--- config.mk ---
export PLATFORM = sky130hd
export DESIGN_NAME = adder_tree_s2p_packer
export DESIGN_NICKNAME = d
export VERILOG_FILES = /design/src/rtl/adder_tree_s2p_packer.sv
export SDC_FILE = /design/constraint.sdc
export NUM_CORES = 1
export LEC_CHECK = 0
export BUFFER_PORTS_ARGS = -buffer_cell sky130_fd_sc_hd__clkbuf_2
export CAP_MARGIN = 20
export CORE_MARGIN = 4
export CORE_UTILIZATION = 35
export CTS_BUF_LIST = sky130_fd_sc_hd__clkbuf_16
export DETAILED_ROUTE_END_ITERATION = 12
export MAX_ROUTING_LAYER = met4
export PLACE_DENSITY = 0.55
export RECOVER_POWER = 50
export SLEW_MARGIN = 20
export SYNTH_ARGS = -nofsm -noshare
export SYNTH_HDL_FRONTEND = slang
export SYNTH_SLANG_ARGS = --single-unit
--- constraint.sdc ---
create_clock -name clk -period 1.84 [get_ports clk]
set_input_delay 0.276 -clock clk [delete_from_list [all_inputs] [get_ports clk]]
set_output_delay 0.276 -clock clk [all_outputs]
set_load 0.02 [all_outputs]
--- src/rtl/adder_tree_s2p_packer.sv ---
// Serial-to-parallel packer feeding the adder tree.
// Block or sliding-window framing of signed samples into lanes.
module adder_tree_s2p_packer #(
    parameter  int DATA_I_WIDTH = 8,
    parameter  int DATA_NUM     = 5,
    parameter  int SLIDING      = 0,
    localparam int CNT_WIDTH    = $clog2(DATA_NUM + 1)
) (
    input  logic                             clk,
    input  logic                             rst,
    input  logic                             flush,
    input  logic                             din_valid,
    input  logic [DATA_I_WIDTH-1:0]          din_data,
    output logic                             dout_valid,
    output logic [DATA_NUM*DATA_I_WIDTH-1:0] dout_data,
    output logic [CNT_WIDTH-1:0]             fill_cnt
);

    localparam int VW = DATA_NUM * DATA_I_WIDTH;
    localparam logic [CNT_WIDTH-1:0] FULL = CNT_WIDTH'(DATA_NUM);
    localparam logic [CNT_WIDTH-1:0] LAST = CNT_WIDTH'(DATA_NUM - 1);

    logic [VW-1:0]        shreg_q, shreg_d;
    logic [VW-1:0]        shifted;
    logic [VW-1:0]        dout_q, dout_d;
    logic                 valid_q, valid_d;
    logic [CNT_WIDTH-1:0] fill_q, fill_d;

    // Newest sample always lands in lane 0; the oldest falls off the top.
    if (DATA_NUM == 1) begin : g_one
        assign shifted = din_data;
    end else begin : g_multi
        assign shifted = {shreg_q[VW-DATA_I_WIDTH-1:0], din_data};
    end

    always_comb begin
        shreg_d = shreg_q;
        fill_d  = fill_q;
        dout_d  = dout_q;
        valid_d = 1'b0;
        if (flush) begin
            shreg_d = '0;
            fill_d  = '0;
        end else if (din_valid) begin
            shreg_d = shifted;
            if (SLIDING != 0) begin
                if (fill_q != FULL) begin
                    fill_d = fill_q + 1'b1;
                end
                // Window is full once this sample arrives.
                if (fill_q >= LAST) begin
                    dout_d  = shifted;
                    valid_d = 1'b1;
                end
            end else begin
                if (fill_q == LAST) begin
                    fill_d  = '0;
                    dout_d  = shifted;
                    valid_d = 1'b1;
                end else begin
                    fill_d = fill_q + 1'b1;
                end
            end
        end
    end

    always_ff @(posedge clk) begin
        if (rst) begin
            shreg_q <= '0;
            fill_q  <= '0;
            dout_q  <= '0;
            valid_q <= 1'b0;
        end else begin
            shreg_q <= shreg_d;
            fill_q  <= fill_d;
            dout_q  <= dout_d;
            valid_q <= valid_d;
        end
    end

    assign dout_valid = valid_q;
    assign dout_data  = dout_q;
    assign fill_cnt   = fill_q;

endmodule

==> results of run 1 <==
## Yosys cell counts
library cell	count	area [um2]
nand3_1	1	5.000
buf_6	7	78.83
o21ai_0	1	5.000
or2_1	1	6.260
buf_4	5	37.54
dfxtp_1	76	1521
and4b_1	1	10.01
clkbuf_1	9	33.78
nand2_1	82	307.8
inv_1	2	7.510
a21oi_1	43	215.2
mux2i_1	33	330.3
ha_1	2	25.02
nor2_1	34	127.6
nand3b_1	1	7.510
buf_2	1	5.000
nand2b_1	1	6.260
nand4b_1	1	8.760
## flip-flops by register name, indices dropped and copies added (netlist names)
name        count
shreg_q        32
dout_valid      1
dout_data      40
fill_cnt        3
## cell usage in the layout, fill, tap and decap left out
master     count
clkinv_4       1
nand4b_1       1
nand2_1       82
inv_1          2
nor2_1        34
and4b_1        1
buf_4          3
nand2b_1       1
or2_1          1
clkbuf_16      9
clkinv_2       2
buf_12         2
nand3b_1       1
dfxtp_1       76
clkbuf_1      29
ha_1           2
mux2i_1       33
a21oi_1       43
clkbuf_2      27
o21ai_0        1
bufinv_16      2
nand3_1        1
## worst max-delay path, stage by stage, from the launching register on
cell and delay [ns]:
dfxtp_1 0.34, inv_1 0.08, ha_1 0.22, and4b_1 0.43, buf_12 0.23, nand2_1 0.08
a21oi_1 0.12
## path summary, 6_finish.rpt
path | from | to | slack (ns) | depth (start not counted)
setup / recovery | fill_cnt[0] | dout_data[27] | 0.25 | 6
setup reg to reg | fill_cnt[0] | dout_data[27] | 0.25 | 6
hold reg to reg | dout_data[25] | dout_data[25] | 0.45 | 2
hold / removal | din_data[4] | dout_data[4] | 0.19 | 3
## power groups by stage
stage	sequential (mW)	clock [mW]	combinational (mW)
2_1_floorplan	1.70	0	0.0822
3_3_place_gp	1.70	0	0.108
3_5_place_dp	1.70	0	0.109
4_1_cts	1.66	1.84	0.110
5_1_grt	1.66	1.90	0.119
6_report	1.66	1.79	0.107
## stage by stage
| stage | hold WS, ns | setup WS [ns] | utilization |
|---|---|---|---|
| after CTS | 0.1791 | 0.2415 | 0.4508 |
| after global placement | 0.4412 | 0.3444 | 0.4099 |
| final | 0.1886 | 0.2484 | 0.4456 |
| after detailed placement | 0.4487 | 0.2444 | 0.4099 |
| after floorplan | 0.4120 | 0.3573 | - |
| after global routing | 0.2041 | 0.07541 | 0.4456 |
## routing by layer
layer	share of wire	vias to the layer above	GRT usage
met4	0.016	0	0.05491
li1	-	1081	-
met5	0	-	-
met1	0.47	989	0.1771
met3	0.054	11	0.04493
met2	0.46	43	0.2155
## cells by family (layout without fill, tap and decap cells)
logic type,count (synthesis),count (layout),share of synthesized area
and+or+nand+nor,122,122,0.1750
AOI/OAI and AO/OA,44,44,0.08040
muxes,33,33,0.1206
buffers and inverters,24,77,0.05939
DFF,76,76,0.5555
adders and majority gates,2,2,0.009135
## area by class of cell
type / count / area, um2
Clock buffer: 9 / 225.2
Inverter: 2 / 7.507
Multi-Input combinational cell: 201 / 1055
Fill cell: 801 / 4129
Clock inverter: 5 / 78.83
Sequential cell: 76 / 1521
Tap cell: 99 / 123.9
Timing Repair Buffer: 61 / 306.5
==> run metrics, run 1 <==
Pwr Density about 1100 mW/mm2; grt ovf 0; cts hold-fix bufs 0; Post-Place Cell Area 0.003053 mm2; Clock Skews 0.006674 ns; Slew headroom 0.5177; number of distinct library cells after synthesis 18; CTS sink count 76; Worst Tran Pin Value between 0.7 and 0.8 ns; Post-DRT Antenna Nets 0; DIE AREA 0.009305 mm2; # setup viols final 0; Clk pin slew, worst setup/hold paths around 0.060 ns; Total Wirelength 5843 um; Initial Util 0.3678; die width roughly 96 um; Vias per Instance between 4 and 5; power share of the combinational group 0.030; sw power 0.6928 mW; final std cells w/o fill 453; site row count 31; Post-Syn Area between 0.002 and 0.003 mm2; Fin Setup TNS 0 ns; All-Layer GR Usage 0.1422; Seq cells post-synth 76; RSZ-0062 raised after global routing false; CP Max Fanout 33; Int Power 2.863 mW; CTS tree yes; nets 365; fin area 0.003318 mm2; CTS Buf Count 9; number of global-route vias before repair 2019; Ant. Diodes 0; required time worst endpoint about 2.1 ns; IO Pins 56; Sw Share 0.1948; share of layout cells above drive strength 1 0.1299; Setup crit start kind flop; Fmax 628.3 MHz; crit share post-route 0.8650; Max VDD drop 0.0005914 V; sequential share of the synthesized area 0.5555; Avg Inst Size Synth 9.099 um2; detailed placement HPWL 3912 um; Flop pwr share 0.468; Clk pwr share 0.502; # H-tree levels 3; Final Wtd Congestion 0.7515; via count 2124; number of remaining DRC errors 0; status finished clean; core area 0.007447 mm2; Slew Limit Fails 0; initial antenna violation count 0; CP arrival 1.85 ns; clock tree root buffer cell clkbuf_16; CP Capture Type flop; YS warnings 0; Final Hold Fails 0; classification of the worst setup path reg2reg; pin count of the biggest net entering global routing 42; Post-Syn Nets 315; routed wire length per instance 12.90 um; Syn Inst Count 301; Tmin final 1.592 ns; # port buffers 55; Longest Clk Path Bufs 2; overall die height 96.46 um; drt first pass iters 4; Worst Hold Class in2reg; postcts setup bufs 0; first-pass GRT wire length 9894 um; dpl cells 439; Layout area overhead 21.15%; leakage ~1.3 nW; initial drt markers 99; clk_lat worst skew 0.33 ns; Tot Pwr 3.556 mW; Resize count post-CTS 0; Max Cap Viol 0
No activity file was read; power rests on OpenSTA's default activity.
==> run 2: changes to the inputs <==
Settings changed: ABC_AREA set to 1, RECOVER_POWER 50 to not set.
==> run metrics, run 2 <==
CTS tree yes; slowest CP cell inv_4; first-pass GRT wire length 11230 um (+13%); count leader, synth nor2_1; pin count of the biggest net entering global routing 41 (-2.4%); Longest Clk Path Bufs 2 (unchanged); most frequent cells in the layout 83 x nor2_1, 76 x dfxtp_1, 55 x clkbuf_2; core area 0.008217 mm2 (+10%); # port buffers 55 (unchanged); status finished clean; ranking of synthesized cells by area dfxtp_1 51%, nor2_1 10%, nand3_1 6.9%; Avg Inst Size Synth 7.597 um2 (-17%); share of layout cells above drive strength 1 0.1882 (+0.05827); number of enable flip-flop cells after synthesis 0 (unchanged); CP delay by family, top simple AND/OR/NAND/NOR gates; YS warnings 0 (unchanged); Fin Setup TNS 0 ns (unchanged); area share of and/or/nand/nor cells after synthesis 0.2443 (+0.06935); Layout area overhead 18.91%; number of global-route vias before repair 2394 (+19%); Post-DRT Antenna Nets 0 (unchanged); Worst Path Buf+Inv 2 (unchanged); Final Hold Fails 0 (unchanged); Clk pin slew, worst setup/hold paths 0.06 ns (about the same); classification of the worst setup path reg2reg; CP Capture Type flop; cell chain of the critical path inv_1 -> ha_1 -> nand2_2 -> inv_4 -> nand3_1 -> nand2_1 -> nor2_1; Post-synth top flop dfxtp_1; Tmin final 1.512 ns (-0.07979 ns); Synth top cells by count 83 x nor2_1, 76 x dfxtp_1, 43 x inv_1; Seq. cell area 0.001521 mm2 (unchanged); Total Wirelength 6716 um (+15%); number of distinct library cells after synthesis 20 (+2); Post-Syn Nets 405 (+29%); initial drt markers 167 (+69%); commonest non-fill, non-tap cell in the layout nor2_1; Initial Util 0.3615 (-0.006271); RSZ-0062 raised after global routing false; Vias per Instance 4.593 (-2.0%); max reg flops 40 (unchanged); post-synthesis async set-or-reset flop share 0 (unchanged); CP Max Fanout 40 (+21%); IO Pins 56 (unchanged); Slew Limit Fails 0 (unchanged); site row count 33 (+6.5%); overall die height 100.1 um (+3.8%); Post-Syn Area 0.002970 mm2 (+8.5%); Max Cap Viol 0 (unchanged); Worst Tran Pin Value 0.5649 ns (-0.1585 ns); crit share post-route 0.8217 (-0.04336); mux cell area share after synthesis 0 (-0.1206); largest family of logic cells by synthesized area simple AND/OR/NAND/NOR gates; Clock Skews 0.003669 ns (-0.003004 ns); detailed placement HPWL 4285 um (+9.5%); Setup crit start kind flop; via count 2508 (+18%); die width 100.1 um (+3.8%); nets 451 (+24%); # setup viols final 0 (unchanged); Syn Inst Count 391 (+30%); fillers 880 (+9.9%); area of the multi-input gates 0.001110 mm2 (+5.2%); Slew headroom 0.6225 (+0.1048); Max VDD drop 0.0006056 V (+2.4%); All-Layer GR Usage 0.1429 (+0.0007159); CP arrival 1.73 ns (-0.12 ns); drt first pass iters 5 (+1); Ant. Diodes 0 (unchanged); Largest stage delay, worst path 0.35 ns (-0.08 ns); required time worst endpoint 2.06 ns (-0.03 ns); clk_lat worst skew 0.32 ns (about the same); # H-tree levels 3 (unchanged); Synth Area in XOR/XNOR 0 (unchanged); DIE AREA 0.01003 mm2 (+7.7%); post-synth top area cell dfxtp_1; Worst Hold Class in2reg; routed wire length per instance 12.30 um (-4.6%); top cell type's share of synthesized area 0.5122 (-0.04329); Final Wtd Congestion 0.7650 (+1.8%); Finished Core Util 0.4299 (-0.01569); CTS Buf Count 9 (unchanged); Fmax 661.4 MHz (+5.3%); clock tree root buffer cell clkbuf_16; CTS sink count 76 (unchanged); Pwr Density 993.8 mW/mm2 (-7.3%); Seq cells post-synth 76 (unchanged); postcts setup bufs 0 (unchanged); Compound-Gate Fraction of Synth Area 0.1171 (+0.03670); initial antenna violation count 0 (unchanged); number of remaining DRC errors 0 (unchanged); leakage 1.494 nW (+17%); cts hold-fix bufs 0 (unchanged); sequential share of the synthesized area 0.5122 (-0.04329); WHS 0.2017 ns (+0.01305 ns); Post-Synth Adder-Cell Area 0.008425 (-0.0007120); grt ovf 0 (unchanged)
-- run 2: changes by cell type in the layout (fill, tap and decap cells not counted), moves of 4 or more --
cell      change
a21oi_1       -9
o21ai_1       +5
nor2_1       +49
o21ai_0      +28
clkbuf_1     -29
clkbuf_2     +28
nor2_4        +4
mux2i_1      -33
inv_1        +41
nand3_1      +40
nand2_1      -40
-- run 2: final cells by class --
class / count / area share
flip-flops and latches: 76 / 0.4307
multi-input cells: 244 / 0.3142
repair buffers: 60 / 0.08856
clock buffers: 9 / 0.06376
inverters: 46 / 0.04959
well taps: 105 / 0.03719
clock inverters: 6 / 0.01594
-- run 2: timing repair --
| action | in CTS | in global routing |
|---|---|---|
| endpoints found under the hold margin | 0 | 0 |
| setup endpoints to repair | 0 | 40 |
| resized for setup | 0 | 3 |
-- run 2: cells by family (layout without fill, tap and decap cells) --
kind of cell,after synthesis,in the layout
adder cells (fa/ha/maj),2,2
AND/OR/NAND/NOR,172,173
AO/OA/AOI/OAI,69,69
buffers and inverters,72,121
flip-flops,76,76
-- run 2: layer usage --
layer | track usage | vias up | routed length (um)
met2 | 0.2350 | 45 | 3261
met4 | 0.04560 | 0 | 81
li1 | - | 1315 | -
met5 | - | - | 0
met1 | 0.1675 | 1140 | 3067
met3 | 0.04309 | 8 | 306
-- run 2: final timing paths --
path | from | to | slack (ns) | cells after the start
worst max-delay path | fill_cnt[0] | dout_data[21] | 0.33 | 7
worst min register to register | shreg_q[30] | shreg_q[30] | 0.45 | 2
worst max register to register | fill_cnt[0] | dout_data[21] | 0.33 | 7
worst min-delay path | rst | dout_valid | 0.20 | 2
-- run 2: per-stage QoR --
stage               instances  power (mW)  setup WS [ns]  instance area, um2
CTS                       545       3.562        0.05674                3518
global route              546       3.660         0.1188                3532
finish                    546       3.510         0.3282                3532
global placement          530       1.889         0.1722                3237
floorplan                 391       1.849         0.4913                2970
detailed placement        530       1.892        0.07910                3237
-- run 2: where the power goes --
group	leakage [nW]	total (mW)	internal (mW)	switching [mW]
Combinational	0.739	0.170	0.0523	0.118
Clock	0.138	1.65	1.03	0.626
Sequential	0.616	1.69	1.67	0.0126
Total	1.49	3.51	2.75	0.756
==> run 3: changes to the inputs <==
Settings changed: ABC_AREA 1 to 0.
Clock period 1.84 ns to 1.5 ns, I/O delays scaled along.
==> run metrics, run 3 (synthesis results as in run 1) <==
nets 366 (-19%); CP arrival 1.61 ns (-0.12 ns); overall die height 96.46 um (-3.7%); CTS tree yes; first-pass GRT wire length 9860 um (-12%); Final Wtd Congestion 0.7494 (-2.0%); grt ovf 0 (unchanged); Max Cap Viol 0 (unchanged); Post-Place Cell Area 0.003073 mm2 (-5.1%); pre-CTS setup slack 0.1530 ns (+0.07390 ns); Hold Path Cell Cnt 3 (+1); r2r worst-path depth 6 (-1); WL met3 292 um (-4.6%); Finished Core Util 0.4508 (+0.02090); number of remaining DRC errors 0 (unchanged); pin count of the biggest net entering global routing 42 (+2.4%); postcts setup bufs 0 (unchanged); # H-tree levels 3 (unchanged); Worst Hold Class in2reg; initial drt markers 135 (-19%); All-Layer GR Usage 0.1414 (-0.001483); routed wire length per instance 12.73 um (+3.5%); Worst Tran Pin Value 0.4334 ns (-0.1315 ns); Setup crit start kind flop; die width 96.46 um (-3.7%); crit share post-route 0.9056 (+0.08395); Initial Util 0.3678 (+0.006271); Clock Skews 0.005381 ns (+0.001712 ns); Longest Clk Path Bufs 2 (unchanged); Slew headroom 0.7111 (+0.08855); required time worst endpoint 1.75 ns (-0.31 ns); reg2reg setup slack 0.14 ns (-0.19 ns); IO Pins 56 (unchanged); Tmin final 1.358 ns (-0.1534 ns); Layout area overhead 22.57%; # setup viols final 0 (unchanged); crit path capture dout_data[5]; Fin Setup TNS 0 ns (unchanged); initial antenna violation count 0 (unchanged); number of global-route vias before repair 2006 (-16%); leakage 1.380 nW (-7.6%); RSZ-0062 raised after global routing false; cell chain of the critical path inv_1 -> ha_1 -> and4b_1 -> buf_12 -> nand2_1 -> a21oi_1; clock tree root buffer cell clkbuf_16; CP Launch Point fill_cnt[1]; CP Max Fanout 33 (-18%); Clk pin slew, worst setup/hold paths 0.06 ns (about the same); detailed placement HPWL 3803 um (-11%); Post-DRT Antenna Nets 0 (unchanged); Setup WS post-layout 0.1416 ns (-0.1866 ns); core area 0.007447 mm2 (-9.4%); Max VDD drop 0.0006337 V (+4.6%); fin area 0.003357 mm2 (-5.0%); Worst Path Buf+Inv 2 (unchanged); cell count along the critical path 6 (-1); DIE AREA 0.009305 mm2 (-7.2%); # port buffers 55 (unchanged); WHS 0.1270 ns (-0.07473 ns); final std cells w/o fill 456 (-16%); fillers 790 (-10%); Tot Pwr 4.211 mW (+20%); drt first pass iters 4 (-1); CP delay by family, top simple AND/OR/NAND/NOR gates; site row count 31 (-6.1%); Final Hold Fails 0 (unchanged); Reg-to-Reg Start fill_cnt[1]; status finished clean; Vias per Instance 4.629 (+0.78%); dpl cells 440 (-17%); Resize count post-CTS 0 (unchanged); share of layout cells above drive strength 1 0.2073 (+0.01907); most frequent cells in the layout 82 x nand2_1, 76 x dfxtp_1, 55 x clkbuf_2; Slew Limit Fails 0 (unchanged); met1 wire length 2815 um (-8.2%); uppermost routed layer met4; CP Capture Type flop; met2 WL post-DR 2651 um (-19%); Largest stage delay, worst path 0.33 ns (-0.02 ns); commonest non-fill, non-tap cell in the layout nand2_1; Ant. Diodes 0 (unchanged); classification of the worst setup path reg2reg; Reg-to-Reg End dout_data[5]; max reg flops 40 (unchanged); CTS sink count 76 (unchanged); Pwr Density 1254 mW/mm2 (+26%); slowest CP cell dfxtp_1; via count 2111 (-16%); CTS Buf Count 9 (unchanged); cts hold-fix bufs 0 (unchanged); Fmax 736.2 MHz (+11%); Total Wirelength 5804 um (-14%); clk_lat worst skew 0.33 ns (about the same)
run 3: changes by cell type in the layout (fill, tap and decap cells not counted), moves of 3 or more:
cell,previous run,this run
a21oi_1,34,43
buf_12,0,3
inv_1,43,3
mux2i_1,0,33
nand2_1,42,82
nand3_1,41,1
nor2_1,83,34
nor2_4,4,0
o21ai_0,29,1
o21ai_1,5,0
run 3: power by group:
part           leakage, nW  total, mW  internal, mW  switching (mW)
clock network        0.143       2.04          1.26           0.774
logic                0.624      0.135        0.0536          0.0810
registers            0.613       2.04          2.03         0.00971
run 3: layout make-up:
type / instances / area, um2 / share of cell area
flip-flops and latches: 76 / 1521 / 0.4532
inverters: 2 / 7.507 / 0.002236
clock inverters: 7 / 58.81 / 0.01752
repair buffers: 62 / 365.4 / 0.1088
multi-input cells: 201 / 1055 / 0.3142
clock buffers: 9 / 225.2 / 0.06709
well taps: 99 / 123.9 / 0.03690
run 3: metal layers:
| layer | vias up | GRT usage |
|---|---|---|
| met5 | - | - |
| met4 | 0 | 0.04556 |
| met3 | 6 | 0.05035 |
| met2 | 51 | 0.2103 |
| met1 | 970 | 0.1798 |
| li1 | 1084 | - |
run 3: worst register-to-register path: stages, from the launching register on:
cell and delay, ns:
dfxtp_1 0.33, inv_1 0.06, ha_1 0.20, and4b_1 0.28, buf_12 0.20, nand2_1 0.09
a21oi_1 0.13
run 3: worst min-delay path by stage:
stage	startpoint	endpoint	slack [ns]
3_3_place_gp	dout_data[9]	dout_data[9]	0.44
2_1_floorplan	din_data[0]	dout_data[0]	0.36
6_report	din_data[4]	dout_data[4]	0.13
5_1_grt	din_data[6]	dout_data[6]	0.13
3_5_place_dp	shreg_q[31]	dout_data[39]	0.45
4_1_cts	din_data[4]	dout_data[4]	0.12
